===== src/rtl/feature_region_sequencer_pkg.sv =====
// Shared types for the feature region sequencer: region bounds, scan states
// and the inclusive window test used by the pixel counter.
package feature_scan_pkg;

  localparam int POS_W = 12;

  typedef logic [POS_W-1:0] pos_t;

  typedef struct packed {
    pos_t left;
    pos_t right;
    pos_t up;
    pos_t down;
  } region_t;

  typedef enum logic [1:0] {
    IDLE,
    WAIT_SOF,
    COUNT
  } scan_state_e;

  // Inverted bounds (left>right or up>down) can never match, giving an empty window.
  function automatic logic in_window(region_t w, pos_t x, pos_t y);
    return (x >= w.left) && (x <= w.right) && (y >= w.up) && (y <= w.down);
  endfunction

endpackage


===== src/rtl/feature_region_sequencer_if.sv =====
// Pixel stream, region-table config, scan control and result bundle for
// the feature region sequencer.
interface feature_region_sequencer_if #(
  parameter int NUM_REGIONS = 7,
  parameter int IDX_W       = 3,
  parameter int CNT_W       = 24
);
  import feature_scan_pkg::*;

  logic                   i_vs;
  logic                   i_de;
  pos_t                   i_x;
  pos_t                   i_y;
  logic                   i_th;
  logic                   cfg_we;
  logic [IDX_W-1:0]       cfg_addr;
  pos_t                   cfg_left;
  pos_t                   cfg_right;
  pos_t                   cfg_up;
  pos_t                   cfg_down;
  logic                   start;
  logic                   continuous;
  logic                   busy;
  logic [IDX_W-1:0]       region_idx;
  logic                   count_valid;
  logic [CNT_W-1:0]       region_count;
  logic                   result_valid;
  logic [NUM_REGIONS-1:0] seg_bits;

  modport master (
    output i_vs, i_de, i_x, i_y, i_th,
    output cfg_we, cfg_addr, cfg_left, cfg_right, cfg_up, cfg_down,
    output start, continuous,
    input  busy, region_idx, count_valid, region_count, result_valid, seg_bits
  );

  modport slave (
    input  i_vs, i_de, i_x, i_y, i_th,
    input  cfg_we, cfg_addr, cfg_left, cfg_right, cfg_up, cfg_down,
    input  start, continuous,
    output busy, region_idx, count_valid, region_count, result_valid, seg_bits
  );

endinterface


===== src/rtl/feature_region_sequencer_window_counter.sv =====
// Saturating count of feature pixels inside a snapshotted rectangular window.
module region_window_counter
  import feature_scan_pkg::*;
#(
  parameter int CNT_W = 24
) (
  input  logic             clk,
  input  logic             rst_n,
  input  logic             clear,
  input  logic             enable,
  input  region_t          win,
  input  logic             vs,
  input  logic             de,
  input  logic             th,
  input  pos_t             x,
  input  pos_t             y,
  output logic [CNT_W-1:0] acc
);

  logic hit_pixel;

  assign hit_pixel = enable && vs && de && th && in_window(win, x, y);

  // Clear wins over counting so a pixel on the SOF edge never leaks into the new region.
  always_ff @(posedge clk) begin
    if (!rst_n) begin
      acc <= '0;
    end else if (clear) begin
      acc <= '0;
    end else if (hit_pixel && (acc != '1)) begin
      acc <= acc + CNT_W'(1);
    end
  end

endmodule


===== src/rtl/feature_region_sequencer.sv =====
// Scans one region per frame through a shared window counter and publishes
// a one-bit-per-region feature vector after the last region.
module feature_region_sequencer
  import feature_scan_pkg::*;
#(
  parameter int NUM_REGIONS = 7,
  parameter int IDX_W       = 3,
  parameter int CNT_W       = 24,
  parameter int MIN_COUNT   = 500
) (
  input logic                        clk,
  input logic                        rst_n,
  feature_region_sequencer_if.slave  bus
);

  localparam logic [IDX_W-1:0] LAST_IDX = IDX_W'(NUM_REGIONS - 1);
  localparam logic [31:0]      MIN_TH   = 32'(MIN_COUNT);

  scan_state_e            state;
  logic                   vs_d;
  logic                   sof;
  logic                   eof;
  region_t                region_tab [NUM_REGIONS];
  region_t                win;
  logic [CNT_W-1:0]       acc;
  logic                   acc_clear;
  logic                   acc_en;
  logic                   hit;
  logic [NUM_REGIONS-1:0] work_vec;
  logic [NUM_REGIONS-1:0] final_vec;

  logic                   busy_r;
  logic [IDX_W-1:0]       idx_r;
  logic                   cnt_valid_r;
  logic [CNT_W-1:0]       cnt_r;
  logic                   res_valid_r;
  logic [NUM_REGIONS-1:0] seg_r;

  assign sof       = bus.i_vs & ~vs_d;
  assign eof       = ~bus.i_vs & vs_d;
  assign acc_clear = (state == WAIT_SOF) && sof;
  assign acc_en    = (state == COUNT);
  assign hit       = 32'(acc) >= MIN_TH;

  always_comb begin
    final_vec        = work_vec;
    final_vec[idx_r] = hit;
  end

  always_ff @(posedge clk) begin
    if (!rst_n) begin
      vs_d <= 1'b0;
    end else begin
      vs_d <= bus.i_vs;
    end
  end

  // Out-of-range addresses are dropped so a narrow table never aliases.
  always_ff @(posedge clk) begin
    if (!rst_n) begin
      for (int i = 0; i < NUM_REGIONS; i++) begin
        region_tab[i] <= '0;
      end
    end else if (bus.cfg_we && (32'(bus.cfg_addr) < 32'(NUM_REGIONS))) begin
      region_tab[bus.cfg_addr] <= '{left:  bus.cfg_left,  right: bus.cfg_right,
                                    up:    bus.cfg_up,    down:  bus.cfg_down};
    end
  end

  region_window_counter #(
    .CNT_W (CNT_W)
  ) u_counter (
    .clk    (clk),
    .rst_n  (rst_n),
    .clear  (acc_clear),
    .enable (acc_en),
    .win    (win),
    .vs     (bus.i_vs),
    .de     (bus.i_de),
    .th     (bus.i_th),
    .x      (bus.i_x),
    .y      (bus.i_y),
    .acc    (acc)
  );

  // Bounds are snapshotted at SOF so mid-frame table writes only affect the next visit.
  always_ff @(posedge clk) begin
    if (!rst_n) begin
      state       <= IDLE;
      busy_r      <= 1'b0;
      idx_r       <= '0;
      cnt_valid_r <= 1'b0;
      cnt_r       <= '0;
      res_valid_r <= 1'b0;
      seg_r       <= '0;
      work_vec    <= '0;
      win         <= '0;
    end else begin
      cnt_valid_r <= 1'b0;
      res_valid_r <= 1'b0;
      case (state)
        IDLE: begin
          if (bus.start) begin
            busy_r   <= 1'b1;
            idx_r    <= '0;
            work_vec <= '0;
            state    <= WAIT_SOF;
          end
        end
        WAIT_SOF: begin
          if (sof) begin
            win   <= region_tab[idx_r];
            state <= COUNT;
          end
        end
        COUNT: begin
          if (eof) begin
            cnt_r       <= acc;
            cnt_valid_r <= 1'b1;
            work_vec    <= final_vec;
            if (idx_r != LAST_IDX) begin
              idx_r <= idx_r + IDX_W'(1);
              state <= WAIT_SOF;
            end else begin
              seg_r       <= final_vec;
              res_valid_r <= 1'b1;
              idx_r       <= '0;
              if (bus.continuous) begin
                work_vec <= '0;
                state    <= WAIT_SOF;
              end else begin
                busy_r <= 1'b0;
                state  <= IDLE;
              end
            end
          end
        end
        default: state <= IDLE;
      endcase
    end
  end

  assign bus.busy         = busy_r;
  assign bus.region_idx   = idx_r;
  assign bus.count_valid  = cnt_valid_r;
  assign bus.region_count = cnt_r;
  assign bus.result_valid = res_valid_r;
  assign bus.seg_bits     = seg_r;

endmodule


===== src/flat_wrapper.sv =====
// flat-port wrapper written by rule: the top's interface ports become plain ports
module feature_region_sequencer_flat import feature_scan_pkg::*;
#(
  parameter int NUM_REGIONS = 7,
  parameter int IDX_W       = 3,
  parameter int CNT_W       = 24,
  parameter int MIN_COUNT   = 500
)
  (clk, rst_n, bus_i_vs, bus_i_de, bus_i_x, bus_i_y, bus_i_th, bus_cfg_we, bus_cfg_addr, bus_cfg_left, bus_cfg_right, bus_cfg_up, bus_cfg_down, bus_start, bus_continuous, bus_busy, bus_region_idx, bus_count_valid, bus_region_count, bus_result_valid, bus_seg_bits);
  feature_region_sequencer_if #(.NUM_REGIONS(NUM_REGIONS), .IDX_W(IDX_W), .CNT_W(CNT_W)) bus_i ();
  input logic clk;
  input logic rst_n;
  input wire logic [$bits(bus_i.i_vs)-1:0] bus_i_vs;
  input wire logic [$bits(bus_i.i_de)-1:0] bus_i_de;
  input wire logic [$bits(bus_i.i_x)-1:0] bus_i_x;
  input wire logic [$bits(bus_i.i_y)-1:0] bus_i_y;
  input wire logic [$bits(bus_i.i_th)-1:0] bus_i_th;
  input wire logic [$bits(bus_i.cfg_we)-1:0] bus_cfg_we;
  input wire logic [$bits(bus_i.cfg_addr)-1:0] bus_cfg_addr;
  input wire logic [$bits(bus_i.cfg_left)-1:0] bus_cfg_left;
  input wire logic [$bits(bus_i.cfg_right)-1:0] bus_cfg_right;
  input wire logic [$bits(bus_i.cfg_up)-1:0] bus_cfg_up;
  input wire logic [$bits(bus_i.cfg_down)-1:0] bus_cfg_down;
  input wire logic [$bits(bus_i.start)-1:0] bus_start;
  input wire logic [$bits(bus_i.continuous)-1:0] bus_continuous;
  output wire logic [$bits(bus_i.busy)-1:0] bus_busy;
  output wire logic [$bits(bus_i.region_idx)-1:0] bus_region_idx;
  output wire logic [$bits(bus_i.count_valid)-1:0] bus_count_valid;
  output wire logic [$bits(bus_i.region_count)-1:0] bus_region_count;
  output wire logic [$bits(bus_i.result_valid)-1:0] bus_result_valid;
  output wire logic [$bits(bus_i.seg_bits)-1:0] bus_seg_bits;
  assign bus_i.i_vs = bus_i_vs;
  assign bus_i.i_de = bus_i_de;
  assign bus_i.i_x = bus_i_x;
  assign bus_i.i_y = bus_i_y;
  assign bus_i.i_th = bus_i_th;
  assign bus_i.cfg_we = bus_cfg_we;
  assign bus_i.cfg_addr = bus_cfg_addr;
  assign bus_i.cfg_left = bus_cfg_left;
  assign bus_i.cfg_right = bus_cfg_right;
  assign bus_i.cfg_up = bus_cfg_up;
  assign bus_i.cfg_down = bus_cfg_down;
  assign bus_i.start = bus_start;
  assign bus_i.continuous = bus_continuous;
  assign bus_busy = bus_i.busy;
  assign bus_region_idx = bus_i.region_idx;
  assign bus_count_valid = bus_i.count_valid;
  assign bus_region_count = bus_i.region_count;
  assign bus_result_valid = bus_i.result_valid;
  assign bus_seg_bits = bus_i.seg_bits;
  feature_region_sequencer #(.NUM_REGIONS(NUM_REGIONS), .IDX_W(IDX_W), .CNT_W(CNT_W), .MIN_COUNT(MIN_COUNT)) u_core (.clk(clk), .rst_n(rst_n), .bus(bus_i));
endmodule

===== config.mk =====
export PLATFORM = sky130hd
export DESIGN_NAME = feature_region_sequencer_flat
export DESIGN_NICKNAME = d
export VERILOG_FILES = /design/src/rtl/feature_region_sequencer_pkg.sv /design/src/rtl/feature_region_sequencer_if.sv /design/src/rtl/feature_region_sequencer_window_counter.sv /design/src/rtl/feature_region_sequencer.sv /design/src/flat_wrapper.sv
export SDC_FILE = /design/constraint.sdc
export NUM_CORES = 1
export LEC_CHECK = 0
export ABC_AREA = 0
export BUFFER_PORTS_ARGS = -buffer_cell sky130_fd_sc_hd__buf_2
export CELL_PAD_IN_SITES_DETAIL_PLACEMENT = 0
export CELL_PAD_IN_SITES_GLOBAL_PLACEMENT = 1
export CORE_MARGIN = 3
export CORE_UTILIZATION = 53
export CTS_CLUSTER_DIAMETER = 100
export DETAILED_ROUTE_END_ITERATION = 7
export PLACE_DENSITY = 0.88
export SYNTH_ARGS = -nofsm -noshare
export SYNTH_HDL_FRONTEND = slang
export SYNTH_SLANG_ARGS = --single-unit

===== constraint.sdc =====
create_clock -name clk -period 16.1 [get_ports clk]
set_input_delay 3.22 -clock clk [delete_from_list [all_inputs] [get_ports clk]]
set_output_delay 3.22 -clock clk [all_outputs]
set_load 0.05 [all_outputs]

* Yosys cells after proc, flatten, opt, wreduce, memory -nomap -nowiden
Memories as Yosys holds them, arrays and structs flattened. A register that Yosys moved wholly into a read port is not among the register bits. Cells that the tools add are included.
Word-level totals: output and inout port bits 37, logic and storage cells 92, register bits after elaboration 71, input bits 83, latch bits 0, memory bits (writable) 336, memories 1, memory bits (read-only) 0
Cells by class: shift-type cells 0, multiplexer cells 32, add/subtract/negate cells 2, $lt $le $gt $ge 8, multiply operators 0, reduce and logical (&&, ||, !) cells 24, eq/ne operators 9, div/mod/pow operators 0, bitwise operators 6
Memory list:
- u_core.region_tab | words 7, bits a word 48, rd ports 1, clocked after Yosys merged registers in 1, wr ports 7, line feature_region_sequencer.sv:23 | region_t region_tab [NUM_REGIONS];
Operator list (count):
- two-way mux 48 bit | 1
- OR reduction 48 bit | 1
- two-way mux 7 bit | 4
- adder 24 x 1 -> 24 bit, second input constant | 1
- greater-or-equal comparator 12 bit | 2
- greater-or-equal comparator 24 x 9 -> 1 bit, second input constant | 1
- less-or-equal comparator 12 bit | 2
- != test 24 bit, second input constant | 1
- case mux 7 bit (2 select lines) | 1
- two-way mux 1 bit | 13
- two-way mux 3 bit | 4
- AND reduction 3 bit | 4
- logical AND 1 bit | 11
- two-way mux 2 bit | 4
- bitwise mux 7 bit | 1
- != test 2 bit, second input constant | 3
- case mux 2 bit (3 select lines) | 1
- case mux 3 bit (2 select lines) | 1
- AND reduction 2 bit | 3
- AND reduction 5 bit | 1
- < comparator 3 x 4 -> 1 bit, second input constant | 1
- != test 2 x 1 -> 1 bit, second input constant | 2
- inverter 1 bit | 4
- adder 3 x 1 -> 3 bit, second input constant | 1
- 12 further kinds | 13

* Depth between registers and ports, before layout
word-level depth 9, mapped depth 11, gate-level depth less buffers 9

* Hierarchy
From an unflattened synthesis, not the netlist that was laid out.
Unflattened totals: cells, all modules 2005, area total of the unflattened synthesis 22524.1 um2
By module, submodules not included:
- feature_region_sequencer | cells each 1672, seq. area each 12932.4 um2, area an instance 19966.6 um2, instances 1
- region_window_counter | cells each 333, seq. area each 480.5 um2, area an instance 2557.5 um2, instances 1

* Least setup slack after synthesis
OpenSTA, ideal clock, no wires.
path kind input-to-reg, start input port bus_cfg_addr[1], end memory u_core.region_tab[5][0] (netlist name), enable pin, path buffers 0, slack 8819 ps, arrival time 6761 ps, setup time 520 ps, stages on the path 2, path through nand2b_1 o21ai_0
RTL lines:
- start, declared | line flat_wrapper.sv:19 | input wire logic [$bits(bus_i.cfg_addr)-1:0] bus_cfg_addr;
- end, declared | line feature_region_sequencer.sv:23

* Worst setup path after layout
start input port bus_i_x[9], end register u_core.u_counter.acc[9]
On the way: longest elaborated chain between the ends 6, elaborated cells between the ends (all ways) 7, those cells by class 2 x order compare; 5 x reduce/logical
RTL lines:
- start, declared | line flat_wrapper.sv:15 | input wire logic [$bits(bus_i.i_x)-1:0] bus_i_x;
- greater-or-equal comparator 12 bit / less-or-equal comparator 12 bit (equally long branches) | line feature_region_sequencer_pkg.sv:24 | return (x >= w.left) && (x <= w.right) && (y >= w.up) && (y <= w.down);
- logical AND 1 bit (*) (3 in a row) | line feature_region_sequencer_pkg.sv:24
- logical AND 1 bit (*) | line feature_region_sequencer_window_counter.sv:22 | assign hit_pixel = enable && vs && de && th && in_window(win, x, y);
- logical AND 1 bit (*) | line feature_region_sequencer_window_counter.sv:30 | end else if (hit_pixel && (acc != '1)) begin
- end signal, assigned | line feature_region_sequencer_window_counter.sv:31 | acc <= acc + CNT_W'(1);
- end, declared | line feature_region_sequencer_window_counter.sv:17 | output logic [CNT_W-1:0] acc
Mark *: on every way between the ends. The rest lies on a longest branch, timed or not. A chain may end at the register's enable or synchronous reset.

==> out/metrics.cfg <==
[floorplan]
die_w_um = 210.8
core_area_um2 = 41110
num_rows = 74
ioPinCount = 120
initial_core_util_pct = 54.09
dieArea_um2 = 44450
dieHeight_um = 210.8

[timing]
rsz0062_at_grt = no
hold_viol = 0
setup_slack_ns = 10.64
slew_headroom_pct = 24.97
fin_setup_tns_ns = 0
worstMarginPinSlew_ns = 1.123
setup-violations-final = 0
post-route-period-util_pct = 33.91
fmax_mhz = 183.2
slew_viol_final = 0
clock_skew_ns = 0.02273
period_minus_slack_ns = 5.460

[detailed_routing]
vias_per_cell = 5.973
drt_iter0_drc = 1738
drc_errors = 0
first_pass_iters = 6
drt-total-wl_um = 60470
post_drt_wl_per_cell_um = 22.39
ant_nets = 0
vias = 16130

[final_layout]
final_nets = 2259
syn2layout_area_growth_pct = 13.30
final_common_cell = edfxtp_1
drive_gt1_share_pct = 15.91
multi_input_area_um2 = 8197
regArea_um2 = 13420
design_area_um2 = 25190
layout_common_cells = 336 x edfxtp_1, 261 x nor2_1, 206 x nand2_1
nFillCells = 3432

[clock_tree]
root_buffer = clkbuf_16
clk-insertion-delay-late_ns = 0.58
cts_tree = yes
cts.hold.buffers_added = 0
clock_path_buffers = 3
htreeDepth = 2
post_cts_resized = 0
clock-sinks = 502
cts_setup_buffers = 0
path_clk_slew_ns = 0.06
cts_inserted_buffers = 52

[synth]
ys_seq_area_share_pct = 60.32
ys.flop_type = edfxtp_1
yosysTopAreaCell = edfxtp_1
synthDistinctLibCells = 60
synthesis.area_um2 = 22240
ys_seq_elements = 502
synth_edf_count = 336
synth.avg_cell_area_um2 = 11.04
netlist_instances = 2014
synth_area_leaders = edfxtp_1 45%, dfxtp_1 15%, nor2_1 4.4%
ys_warn_count = 0
synthArstFlopShare_pct = 0
synth_top_cell_area_share_pct = 45.38

[grt]
grt_pass1_wl_um = 92120
grt_max_degree = 78
grtUsageTotal_pct = 26.87
grt_pass1_vias = 16100
grt_overflow = 0
antenna_found_initial = 1

[hold_path]
hold_class = register to register

[critical_path]
critPathKind = input port to register
critPathRequiredTime_ns = 16.60
crit_fanout = 23
rrSetupSlack_ns = 12.62
start_kind = input port
crit_path_end_kind = register
critical_path_arrival_ns = 5.96

[power]
swShare_pct = 22.28
p_clk_share_pct = 42.5
leakagePower_nw = 9.350
p_int_mw = 2.215
p_seq_share_pct = 51.4
p_switching_uw = 635.0
finalPower_mw = 2.850
combinationalPowerShare_pct = 6.1
power_density_nw_per_um2 = 113.1
vdd_ir_drop_max_mv = 0.08528

[place]
dp_slack_ns = 10.08
place_congestion = 0.8944
dpl_cell_area_um2 = 23460
numPortBuffers = 119
dp.final_hpwl_um = 36300

[outcome]
outcome = finished, final reports clean

[flow_run]
cap_violations = 0

## worst paths after layout
check	startpoint	endpoint	cells after the start
max	bus_i_x[9]	u_core.u_counter.acc[9]$_SDFFE_PP0P_	9
max reg2reg	u_core.bus.region_idx[1]$_SDFFE_PN0P_	u_core.win[12]$_SDFFE_PN0P_	8
min	u_core.bus.region_count[1]$_SDFFE_PN0P_	u_core.bus.region_count[1]$_SDFFE_PN0P_	2
min reg2reg	u_core.bus.region_count[1]$_SDFFE_PN0P_	u_core.bus.region_count[1]$_SDFFE_PN0P_	2
## power groups by stage
stage,Clock (mW),Combinational [mW],Sequential (mW)
2_1_floorplan,0,0.107,1.48
3_3_place_gp,0,0.167,1.49
3_5_place_dp,0,0.171,1.49
4_1_cts,1.23,0.172,1.46
5_1_grt,1.27,0.192,1.47
6_report,1.21,0.173,1.46
## synth_stat cells (21+ instances only)
master    number
and2_1        79
nand2_1      212
o21ai_0       58
ha_1          50
nor2_1       263
mux2i_1       34
a21boi_0      28
inv_1        100
a22oi_1       57
nand3_1       23
dfxtp_1      166
edfxtp_1     336
mux2_2        82
a21oi_1      115
and3_1        29
buf_1         21
a221oi_1      50
a21o_1        24
clkbuf_1     108
## registers in the layout, summed over array words and instances (netlist names)
name                     flops
u_core.bus.busy              1
u_core.bus.count_valid       1
u_core.state                 2
u_core.win                  48
u_core.region_tab          384
u_core.vs_d                  1
u_core.bus.result_valid      1
u_core.u_counter.acc        24
u_core.bus.region_idx        3
u_core.bus.region_count     24
u_core.bus.seg_bits          7
u_core.work_vec              6
## cell families after synthesis
kind of cell / Yosys count / share of synthesized area [%]
compound gates: 414 / 12.38
other cells: 1 / 0.01687
fa+ha+maj: 50 / 2.814
simple gates: 691 / 14.25
mux: 121 / 6.190
buf+inv: 235 / 4.029
flops: 502 / 60.32
## final cells by class
cell class | count | area share (%)
tap | 532 | 2.642
clock buffer | 69 | 5.821
clock inverter | 27 | 1.033
inverter | 100 | 1.490
timing repair buffer | 146 | 3.179
antenna | 1 | 0.009933
sequential | 502 | 53.29
multi-input combinational | 1324 | 32.54
## layer usage
metal / part of all wire (%) / global-route usage (%) / up-vias
met3: 8.6 / 3.906 / 126
met5: 0 / 0 / -
met2: 47 / 44.35 / 749
met1: 41 / 36.64 / 7844
met4: 3.1 / 9.630 / 0
li1: - / - / 7413
## worst max-delay path, stage by stage
cell and delay, ns:
buf_2 0.11, ha_1 0.29, nand4_1 0.12, nor2_1 0.16, nand2_1 0.07, o21ai_1 0.54, nand2_1 0.63, or4_1 0.64
a21oi_1 0.16
## through the flow
stage / util (%) / cells / hold WS, ns
final: 61.28 / 2701 / 0.4612
after global routing: 61.27 / 2700 / 0.4822
after CTS: 61.27 / 2700 / 0.4646
after detailed placement: 57.07 / 2604 / 0.4561
after global placement: 57.07 / 2604 / 0.4479
after floorplan: - / 2061 / 0.4371
No activity file was read; power rests on OpenSTA's default activity.
